`config.mk`:
```
export PLATFORM = sky130hd
export DESIGN_NAME = read_blk_feeder
export DESIGN_NICKNAME = d
export VERILOG_FILES = /design/src/rtl/read_blk_feeder.sv
export SDC_FILE = /design/constraint.sdc
export NUM_CORES = 1
export LEC_CHECK = 0
export ABC_AREA = 1
export BUFFER_PORTS_ARGS = -buffer_cell sky130_fd_sc_hd__buf_2
export CAP_MARGIN = 20
export CORE_ASPECT_RATIO = 0.75
export CORE_MARGIN = 2
export CORE_UTILIZATION = 40
export CTS_CLUSTER_SIZE = 25
export DETAILED_ROUTE_END_ITERATION = 10
export GPL_ROUTABILITY_DRIVEN = 0
export HOLD_SLACK_MARGIN = 0.08
export PLACE_DENSITY = 0.59
export SYNTH_ARGS = -nofsm -noshare
export SYNTH_HDL_FRONTEND = slang
export SYNTH_SLANG_ARGS = --single-unit
```
`constraint.sdc`:
```
create_clock -name i_clk -period 2.5 [get_ports i_clk]
set_clock_uncertainty 0.05 [all_clocks]
set_input_delay 0.375 -clock i_clk [delete_from_list [all_inputs] [get_ports i_clk]]
set_output_delay 0.375 -clock i_clk [all_outputs]
set_load 0.02 [all_outputs]
```
`src/rtl/read_blk_feeder.sv`:
```
// ---------------------------------------------------------------------------
// read_blk_feeder
//
// Sits directly upstream of read_sram on one output port. It takes one packet
// descriptor at a time. It walks the packet's block chain through the
// linked-list next-pointer RAM and hands each block base address to
// read_sram, paced by read_sram's almost-finish indication. Each block that
// read_sram has fully read goes back to the free-block manager.
//
// Ports
//   i_clk, i_rst            clock, synchronous active-high reset
//   i_desc_vld/o_desc_rdy   descriptor handshake (head, blk_cnt, last_n)
//   o_ll_rd_en/addr         next-pointer RAM read; i_ll_rd_data 1 cycle later
//   o_blk_addr(_vld)        block base word address to read_sram (pulse)
//   o_last_blk_vld/_n       marks the final block and its word count
//   i_read_almost_finish    read_sram can take the next block address
//   i_read_finish           read_sram finished one block
//   o_free_vld/o_free_blk   released block index (same cycle as finish)
//   o_busy                  packet in progress
// ---------------------------------------------------------------------------
module read_blk_feeder #(
   parameter int AWIDTH     = 14,
   parameter int BLK_AWIDTH = 10,
   parameter int CWIDTH     = 10
) (
   input  logic                         i_clk,
   input  logic                         i_rst,
   input  logic                         i_desc_vld,
   output logic                         o_desc_rdy,
   input  logic [BLK_AWIDTH-1:0]        i_desc_head,
   input  logic [CWIDTH-1:0]            i_desc_blk_cnt,
   input  logic [AWIDTH-BLK_AWIDTH-1:0] i_desc_last_n,
   output logic                         o_ll_rd_en,
   output logic [BLK_AWIDTH-1:0]        o_ll_rd_addr,
   input  logic [BLK_AWIDTH-1:0]        i_ll_rd_data,
   output logic [AWIDTH-1:0]            o_blk_addr,
   output logic                         o_blk_addr_vld,
   output logic                         o_last_blk_vld,
   output logic [AWIDTH-BLK_AWIDTH-1:0] o_last_blk_n,
   input  logic                         i_read_almost_finish,
   input  logic                         i_read_finish,
   output logic                         o_free_vld,
   output logic [BLK_AWIDTH-1:0]        o_free_blk,
   output logic                         o_busy
);

   localparam int OFF_W = AWIDTH - BLK_AWIDTH;

   typedef enum logic [1:0] {IDLE, ISSUE, WAIT_AF, WAIT_FIN} state_t;

   state_t                state_q, state_d;
   logic [BLK_AWIDTH-1:0] cur_idx_q, cur_idx_d;
   logic [BLK_AWIDTH-1:0] nxt_idx_q, nxt_idx_d;
   logic                  nxt_ok_q, nxt_ok_d;
   logic                  pending_q, pending_d;
   logic [CWIDTH-1:0]     rem_q, rem_d;
   logic [OFF_W-1:0]      last_n_q, last_n_d;
   logic                  rd_wait_q, rd_wait_d;
   logic [BLK_AWIDTH-1:0] fifo0_q, fifo0_d;
   logic [BLK_AWIDTH-1:0] fifo1_q, fifo1_d;
   logic [1:0]            fifo_cnt_q, fifo_cnt_d;
   logic                  desc_rdy_q, desc_rdy_d;
   logic                  busy_q, busy_d;
   logic                  ll_rd_en_q, ll_rd_en_d;
   logic [BLK_AWIDTH-1:0] ll_rd_addr_q, ll_rd_addr_d;
   logic [AWIDTH-1:0]     blk_addr_q, blk_addr_d;
   logic                  blk_addr_vld_q, blk_addr_vld_d;
   logic                  last_blk_vld_q, last_blk_vld_d;

   logic                  desc_xfer;
   logic                  issue;
   logic [BLK_AWIDTH-1:0] issue_idx;
   logic [CWIDTH-1:0]     issue_rem;
   logic                  push;
   logic                  pop;

   assign desc_xfer = i_desc_vld && desc_rdy_q;
   // The block presented in the ISSUE cycle enters the in-flight FIFO.
   assign push      = blk_addr_vld_q;
   // Finishes with nothing in flight, or during reset, release nothing.
   assign pop       = i_read_finish && (fifo_cnt_q != 2'd0) && !i_rst;

   always_comb begin
      // NOTE: every signal assigned here gets a default first so that no path
      // leaves it unassigned; a missing default infers a latch.
      state_d        = state_q;
      cur_idx_d      = cur_idx_q;
      nxt_idx_d      = nxt_idx_q;
      nxt_ok_d       = nxt_ok_q;
      pending_d      = pending_q;
      rem_d          = rem_q;
      last_n_d       = last_n_q;
      rd_wait_d      = ll_rd_en_q;
      fifo0_d        = fifo0_q;
      fifo1_d        = fifo1_q;
      fifo_cnt_d     = fifo_cnt_q;
      ll_rd_addr_d   = ll_rd_addr_q;
      blk_addr_d     = blk_addr_q;
      ll_rd_en_d     = 1'b0;
      blk_addr_vld_d = 1'b0;
      last_blk_vld_d = 1'b0;
      issue          = 1'b0;
      issue_idx      = cur_idx_q;
      issue_rem      = rem_q;

      // Successor index arrives the cycle after the LL read strobe.
      if (rd_wait_q) begin
         nxt_idx_d = i_ll_rd_data;
         nxt_ok_d  = 1'b1;
      end

      unique case (state_q)
         IDLE: begin
            if (desc_xfer) begin
               issue     = 1'b1;
               issue_idx = i_desc_head;
               issue_rem = (i_desc_blk_cnt == '0) ? CWIDTH'(1) : i_desc_blk_cnt;
               last_n_d  = i_desc_last_n;
            end
         end
         ISSUE: begin
            state_d = last_blk_vld_q ? WAIT_FIN : WAIT_AF;
         end
         WAIT_AF: begin
            // Same-cycle almost-finish counts as pending so the normal issue
            // latency is one cycle; otherwise remember it until the
            // successor index is known.
            if ((pending_q || i_read_almost_finish) && nxt_ok_q) begin
               issue     = 1'b1;
               issue_idx = nxt_idx_q;
               pending_d = 1'b0;
               nxt_ok_d  = 1'b0;
            end else if (i_read_almost_finish) begin
               pending_d = 1'b1;
            end
         end
         WAIT_FIN: begin
            if (pop && fifo_cnt_q == 2'd1) state_d = IDLE;
         end
         default: state_d = IDLE;
      endcase

      // Registered outputs for the ISSUE cycle are prepared on entry.
      if (issue) begin
         state_d        = ISSUE;
         cur_idx_d      = issue_idx;
         rem_d          = issue_rem - CWIDTH'(1);
         blk_addr_vld_d = 1'b1;
         blk_addr_d     = {issue_idx, {OFF_W{1'b0}}};
         if (issue_rem == CWIDTH'(1)) begin
            last_blk_vld_d = 1'b1;
         end else begin
            ll_rd_en_d   = 1'b1;
            ll_rd_addr_d = issue_idx;
         end
      end

      desc_rdy_d = (state_d == IDLE);
      busy_d     = (state_d != IDLE);

      // Two-entry in-flight FIFO; fifo0 is always the oldest block.
      unique case ({push, pop})
         2'b10: begin
            if (fifo_cnt_q == 2'd0) begin
               fifo0_d    = cur_idx_q;
               fifo_cnt_d = 2'd1;
            end else if (fifo_cnt_q == 2'd1) begin
               fifo1_d    = cur_idx_q;
               fifo_cnt_d = 2'd2;
            end
         end
         2'b01: begin
            fifo0_d    = fifo1_q;
            fifo_cnt_d = fifo_cnt_q - 2'd1;
         end
         2'b11: begin
            if (fifo_cnt_q == 2'd1) begin
               fifo0_d = cur_idx_q;
            end else begin
               fifo0_d = fifo1_q;
               fifo1_d = cur_idx_q;
            end
         end
         default: ;
      endcase
   end

   // NOTE: sequential state uses non-blocking assignments so every flop
   // samples the pre-edge values regardless of statement order.
   always_ff @(posedge i_clk) begin
      if (i_rst) begin
         // NOTE: the in-flight slots are reset together with their count;
         // they are only two flops and they drive o_free_blk directly.
         state_q        <= IDLE;
         cur_idx_q      <= '0;
         nxt_idx_q      <= '0;
         nxt_ok_q       <= 1'b0;
         pending_q      <= 1'b0;
         rem_q          <= '0;
         last_n_q       <= '0;
         rd_wait_q      <= 1'b0;
         fifo0_q        <= '0;
         fifo1_q        <= '0;
         fifo_cnt_q     <= 2'd0;
         desc_rdy_q     <= 1'b1;
         busy_q         <= 1'b0;
         ll_rd_en_q     <= 1'b0;
         ll_rd_addr_q   <= '0;
         blk_addr_q     <= '0;
         blk_addr_vld_q <= 1'b0;
         last_blk_vld_q <= 1'b0;
      end else begin
         state_q        <= state_d;
         cur_idx_q      <= cur_idx_d;
         nxt_idx_q      <= nxt_idx_d;
         nxt_ok_q       <= nxt_ok_d;
         pending_q      <= pending_d;
         rem_q          <= rem_d;
         last_n_q       <= last_n_d;
         rd_wait_q      <= rd_wait_d;
         fifo0_q        <= fifo0_d;
         fifo1_q        <= fifo1_d;
         fifo_cnt_q     <= fifo_cnt_d;
         desc_rdy_q     <= desc_rdy_d;
         busy_q         <= busy_d;
         ll_rd_en_q     <= ll_rd_en_d;
         ll_rd_addr_q   <= ll_rd_addr_d;
         blk_addr_q     <= blk_addr_d;
         blk_addr_vld_q <= blk_addr_vld_d;
         last_blk_vld_q <= last_blk_vld_d;
      end
   end

   assign o_desc_rdy     = desc_rdy_q;
   assign o_busy         = busy_q;
   assign o_ll_rd_en     = ll_rd_en_q;
   assign o_ll_rd_addr   = ll_rd_addr_q;
   assign o_blk_addr     = blk_addr_q;
   assign o_blk_addr_vld = blk_addr_vld_q;
   assign o_last_blk_vld = last_blk_vld_q;
   assign o_last_blk_n   = last_n_q;
   assign o_free_vld     = pop;
   assign o_free_blk     = fifo0_q;

endmodule

```
==> impl_metrics.json, run 1 <==
{
  "max-vdd-ir-drop_mv": 0.643,
  "post_cts_resized": 0,
  "pre_cts_ws_ns": 0.145,
  "drt-initial-drc-count": 187,
  "clk-insertion-delay-late_ns": 0.34,
  "power_per_cell_area_nw_per_um2": 816,
  "layout.cells.non_filler": 772,
  "ratio_of_cells_with_drive_above_1_in_the_final_layout": 0.205,
  "postSynthCellCount": 561,
  "timing.hold.ws_ns": 0.255,
  "report.power.total_uw": 3820,
  "synthTopCellsByCount": "nand2_1, inv_1, dfxtp_1",
  "cp-startpoint": "state_q[1]$_SDFF_PP0_",
  "reg2regPathDepth": 11,
  "report.final.slew_viol_count": 0,
  "post_synth_instance_area_um2": 3820,
  "antenna_found_initial": 0,
  "final_critical_path_setup_slack_ns": 0.296,
  "design.portCount": 83,
  "r2r_end": "rem_q[8]$_SDFFE_PP0P_",
  "cts_buffer_depth": 2,
  "layout.nets": 682,
  "synth_area_per_cell_um2": 6.80,
  "clkSinkCount": 76,
  "area_growth_pct": 22.7,
  "report.final.setup_viol": 0,
  "grt_max_degree": 33,
  "register_to_register_setup_slack_ns": 0.30,
  "yosys.area.top_type_share": 0.399,
  "clock_buffers_created_by_tritoncts": 9,
  "die_area_um2": 10300,
  "outcome": "finished clean",
  "drt-pass1-iter-count": 5,
  "most_common_cell_in_the_netlist": "nand2_1",
  "grt_pass1_vias": 3550,
  "overflow": 0,
  "post_drt_via_cell_ratio": 5.01,
  "critical_path_startpoint_category": "flip-flop",
  "synth_top_area_cell": "dfxtp_1",
  "seq_area_um2": 1520,
  "post_drt_wl_per_cell_um": 14.2,
  "h-tree-depth": 3,
  "worstSetupPathType": "reg2reg",
  "timing.critical_path.required_ns": 2.68,
  "dp_hpwl_um": 7900,
  "clk_transition_reported_paths_ns": 0.06,
  "max_freq_mhz": 454,
  "pleak_uw": 0.00213,
  "port_buffers": 78,
  "maxCapViolations": 0,
  "timing.rr.start": "state_q[1]$_SDFF_PP0_",
  "die_y_um": 88.6,
  "tritoncts": "done",
  "synth-seq-cells": 76,
  "ctsHoldBuffers": 0,
  "synthArstFlopShare": 0,
  "arrival_ns": 2.38,
  "die_w_um": 117,
  "gr-usage-all-layers": 0.222,
  "ys_dominant_reg_cell": "dfxtp_1",
  "post-cts-setup-buffers": 0,
  "setup_repair_after_global_routing_missed_its_margin": "no",
  "n_fill_cell": 937,
  "synth-edff-count": 0,
  "timing.critical_path.to": "rem_q[8]$_SDFFE_PP0P_",
  "number_of_nets_with_antenna_violations_after_routing": 0,
  "synthesis.yosys.warnings": 0,
  "route.vias.total": 3867,
  "multi_input_area_um2": 1810,
  "ys_seq_area_frac": 0.399,
  "period_share": 0.882,
  "first_pass_grt_wire_length_um": 17600,
  "synth_top_cells_by_area": "dfxtp_1, nand2_1, inv_1",
  "timing.critical_path.to_type": "flip-flop",
  "numPlacedInstances": 755,
  "rows": 30,
  "hold_viol": 0,
  "slew-limit-headroom": 0.649,
  "detail_route.drc_violations": 0,
  "initial_utilization": 0.417,
  "path_max_fanout": 5,
  "routed_wirelength_um": 10900,
  "synthDistinctLibCells": 33,
  "timing.final.crit_period_ns": 2.20,
  "antenna_cells_inserted": 0,
  "core_um2": 9160,
  "max_slew.worst_pin.slew_ns": 0.526,
  "setup_tns_ns": 0,
  "cell_at_the_root_of_the_clock_tree": "clkbuf_16",
  "min_path_type": "in2reg"
}
## per-layer routing
metal / routed length, um / share of wire / up-vias / track usage
li1: - / - / 1955 / -
met1: 5460 / 0.50 / 1766 / 0.312
met4: 160 / 0.015 / 0 / 0.0578
met3: 723 / 0.066 / 15 / 0.0678
met2: 4590 / 0.42 / 131 / 0.333
met5: 0 / 0 / - / 0
## cells in the final DEF, fill, tap and decap left out, types with 7 or more instances in the layout
| cell | n |
|---|---|
| nand2_1 | 131 |
| inv_1 | 82 |
| buf_2 | 78 |
| dfxtp_1 | 76 |
| nor2_1 | 63 |
| o21ai_0 | 48 |
| nand3_1 | 27 |
| a21oi_1 | 22 |
| o221ai_1 | 17 |
| buf_4 | 15 |
| a31oi_1 | 11 |
| a22oi_1 | 9 |
| clkbuf_16 | 9 |
| nand2_2 | 7 |
| o21ai_1 | 7 |
## worst max-delay path: stages (launching register included)
cell,delay (ns)
dfxtp_1,0.36
inv_2,0.08
nand2_1,0.05
nor2_1,0.31
nand2_1,0.14
o21bai_2,0.25
ha_1,0.23
nand3_1,0.16
nor2_1,0.21
nand3_1,0.10
nand3_1,0.09
nand2_1,0.05
## logic make-up (layout without fill, tap and decap cells)
logic type      Yosys count  in the layout  synth area share
simple gates            240            240             0.263
other cells               1              4          0.000983
fa+ha+maj                 4              4            0.0131
buf+inv                 117            197             0.129
compound gates          121            121             0.190
flops                    76             76             0.399
xor+xnor                  2              2           0.00459
## where the power goes
| part | switching, uW | internal, uW |
|---|---|---|
| logic | 588 | 303 |
| clock network | 500 | 1030 |
| registers | 73.9 | 1330 |
| total | 1160 | 2660 |
## how the worst min path moves through the flow
| stage | startpoint | endpoint | slack (ns) | depth (start not counted) |
|---|---|---|---|---|
| after CTS | i_desc_last_n[3] | o_last_blk_n[3]$_SDFFE_PP0P_ | 0.25 | 3 |
| after floorplan | pending_q$_SDFFE_PP0P_ | pending_q$_SDFFE_PP0P_ | 0.37 | 2 |
| after detailed placement | o_ll_rd_en$_SDFF_PP0_ | rd_wait_q$_SDFF_PP0_ | 0.39 | 2 |
| final | i_desc_last_n[3] | o_last_blk_n[3]$_SDFFE_PP0P_ | 0.26 | 3 |
| after global placement | o_ll_rd_en$_SDFF_PP0_ | rd_wait_q$_SDFF_PP0_ | 0.38 | 2 |
| after global routing | i_ll_rd_data[2] | nxt_idx_q[2]$_SDFFE_PP0P_ | 0.27 | 3 |
## metrics by stage
step	instance area (um^2)	utilization
after floorplan	3830	-
after global placement	4320	0.472
after detailed placement	4320	0.472
after CTS	4670	0.510
after global routing	4680	0.511
final	4680	0.511
## area by class of cell
cell class                      instances  share of cell area
Tap cell                              128              0.0342
Sequential cell                        76               0.325
Inverter                               88              0.0706
Timing Repair Buffer                   93               0.107
Clock buffer                           12              0.0548
Clock inverter                          4              0.0203
Multi-Input combinational cell        371               0.388
## flip-flops by register name (all words and copies together) (netlist names)
| name | count |
|---|---|
| o_last_blk_vld | 1 |
| o_blk_addr | 10 |
| o_busy | 1 |
| o_ll_rd_addr | 10 |
| o_ll_rd_en | 1 |
| rem_q | 10 |
| o_blk_addr_vld | 1 |
| o_last_blk_n | 4 |
| fifo1_q | 10 |
| state_q | 2 |
| o_desc_rdy | 1 |
| nxt_idx_q | 10 |
| rd_wait_q | 1 |
| pending_q | 1 |
| nxt_ok_q | 1 |
| fifo_cnt_q | 2 |
| o_free_blk | 10 |
(Power assumes the default switching activity.)
==> run 2: changes to the inputs <==
- clock period: 2.5 -> 2.7 ns (I/O delays scaled with it)
==> run 2 against run 1 <==
Sequential share of layout area is 0.087 points lower. Non-clock buffer count is 2 lower. Sequential power is 8% lower. Core utilization is 0.14 points higher. Hold slack better by 0.017 ns. Global-route usage hardly changed. Fmax is 2.4% lower. Worst setup slack better by 0.15 ns. Flip-flop and latch count stayed put.
==> impl_metrics.json, run 2 (same netlist as run 1, synthesis figures left out) <==
{
  "cpPeakStageDelay_ns": 0.36,
  "report.final.setup_viol": 0,
  "setup_tns_ns": 0,
  "cts_buffer_depth": 2,
  "worstSetupPathType": "reg2reg",
  "grt_max_degree": 33,
  "postLayoutCoreUtil": 0.512,
  "power_per_cell_area_nw_per_um2": 771,
  "worst_hold_startpoint": "i_desc_last_n[2]",
  "design.portCount": 83,
  "pwr-share-seq": 0.357,
  "max-vdd-ir-drop_mv": 0.441,
  "report.power.total_uw": 3620,
  "dp_hpwl_um": 7970,
  "grt_pass1_vias": 3479,
  "maxCapViolations": 0,
  "max_freq_mhz": 443,
  "timing.final.crit_period_ns": 2.26,
  "clk_transition_reported_paths_ns": 0.06,
  "detail_route.drc_violations": 0,
  "cp_cell_sequence": "inv_2, nand2_1, nor2_2, nor2_1, nor2_1, ha_1, inv_1, nor2_1, nand4_1, nand2_1, nand2_1, nand2_1",
  "critical_path.n_buffers_inverters": 2,
  "first_pass_grt_wire_length_um": 17500,
  "die_y_um": 88.6,
  "period_share": 0.837,
  "die_area_um2": 10300,
  "timing.hold.ws_ns": 0.272,
  "timing.critical_path.slowest_stage_cell": "dfxtp_1",
  "crit_top_cell": "nand2_1",
  "tritoncts": "done",
  "pleak_uw": 0.00213,
  "worst_path_dominant_cell_family": "simple AND/OR/NAND/NOR gates",
  "outcome": "finished clean",
  "clkSinkCount": 76,
  "post_drt_via_cell_ratio": 4.96,
  "number_of_nets_with_antenna_violations_after_routing": 0,
  "path_max_fanout": 11,
  "numPlacedInstances": 753,
  "layout.cells.non_filler": 769,
  "h-tree-depth": 3,
  "area_growth_pct": 23.0,
  "timing.critical_path.to_type": "flip-flop",
  "cp-startpoint": "state_q[1]$_SDFF_PP0_",
  "initial_utilization": 0.417,
  "internal_portion_of_total_power_uw": 2540,
  "overflow": 0,
  "post_drt_wl_per_cell_um": 14.3,
  "min_path_type": "in2reg",
  "timing.critical_path.required_ns": 2.93,
  "routed_wirelength_um": 11000,
  "post-cts-setup-buffers": 0,
  "antenna_cells_inserted": 0,
  "port_buffers": 78,
  "die_w_um": 117,
  "timing.rr.start": "state_q[1]$_SDFF_PP0_",
  "layout.nets": 680,
  "route.vias.total": 3818,
  "setup_repair_after_global_routing_missed_its_margin": "no",
  "max_slew.worst_pin.slew_ns": 0.552,
  "p_sw_uw": 1070,
  "arrival_ns": 2.48,
  "clock_buffers_created_by_tritoncts": 9,
  "rows": 30,
  "p_clk_frac": 0.414,
  "ratio_of_cells_with_drive_above_1_in_the_final_layout": 0.204,
  "drt-pass1-iter-count": 4,
  "most-common-layout-cells": "nand2_1, inv_1, buf_2",
  "hold_viol": 0,
  "critical_path_startpoint_category": "flip-flop",
  "clk-insertion-delay-late_ns": 0.33,
  "power.combinational.fraction": 0.229,
  "report.final.slew_viol_count": 0,
  "core_um2": 9160,
  "layout_commonest_cell": "nand2_1",
  "gr-usage-all-layers": 0.222,
  "cell_at_the_root_of_the_clock_tree": "clkbuf_16",
  "slew-limit-headroom": 0.632,
  "power.share.switching": 0.297,
  "drt-initial-drc-count": 217,
  "antenna_found_initial": 0
}
[run 2: worst paths after layout]
path                                                     end  slack (ns)  cells past startpoint
worst min-delay path            o_last_blk_n[2]$_SDFFE_PP0P_        0.27                      3
worst max register to register  o_ll_rd_addr[2]$_SDFFE_PP0P_        0.44                     12
worst min register to register          rd_wait_q$_SDFF_PP0_        0.39                      2
worst max-delay path            o_ll_rd_addr[2]$_SDFFE_PP0P_        0.44                     12
[run 2: metrics by stage]
step | setup WS, ns | area (um^2)
floorplan | 0.664 | 3830
global placement | 0.340 | 4310
detailed placement | 0.205 | 4310
CTS | 0.190 | 4680
global route | 0.127 | 4690
finish | 0.441 | 4690
[run 2: layout make-up]
class | instances | area [um^2]
Clock inverter | 4 | 120
Clock buffer | 11 | 253
Fill cell | 946 | 4470
Tap cell | 128 | 160
Timing Repair Buffer | 91 | 492
Multi-Input combinational cell | 371 | 1820
Inverter | 88 | 330
Sequential cell | 76 | 1520
[run 2: power groups by stage]
stage / combinational [uW] / sequential, uW / clock, uW
6_report: 828 / 1290 / 1500
4_1_cts: 828 / 1290 / 1520
3_5_place_dp: 822 / 1320 / 0
3_3_place_gp: 809 / 1310 / 0
2_1_floorplan: 523 / 1370 / 0
5_1_grt: 934 / 1310 / 1590
[run 2: metal layers]
metal  wire length [um]  part of all wire  track usage  vias to the layer above
li1                   -                 -            -                     1948
met1               5420              0.49        0.318                     1737
met2               4800              0.44        0.336                      124
met3                712             0.065       0.0575                        9
met4                 85            0.0077       0.0567                        0
met5                  0                 0            0                        -
[run 2: repair_timing]
item,CTS,global route
gates resized for setup,0,1
endpoints found under the setup margin,0,8
hold buffers,0,0
[run 2: worst min-delay path, cell delays in order]
cell	delay (ns)
buf_2	0.07
o21ai_0	0.07
nor2_1	0.07
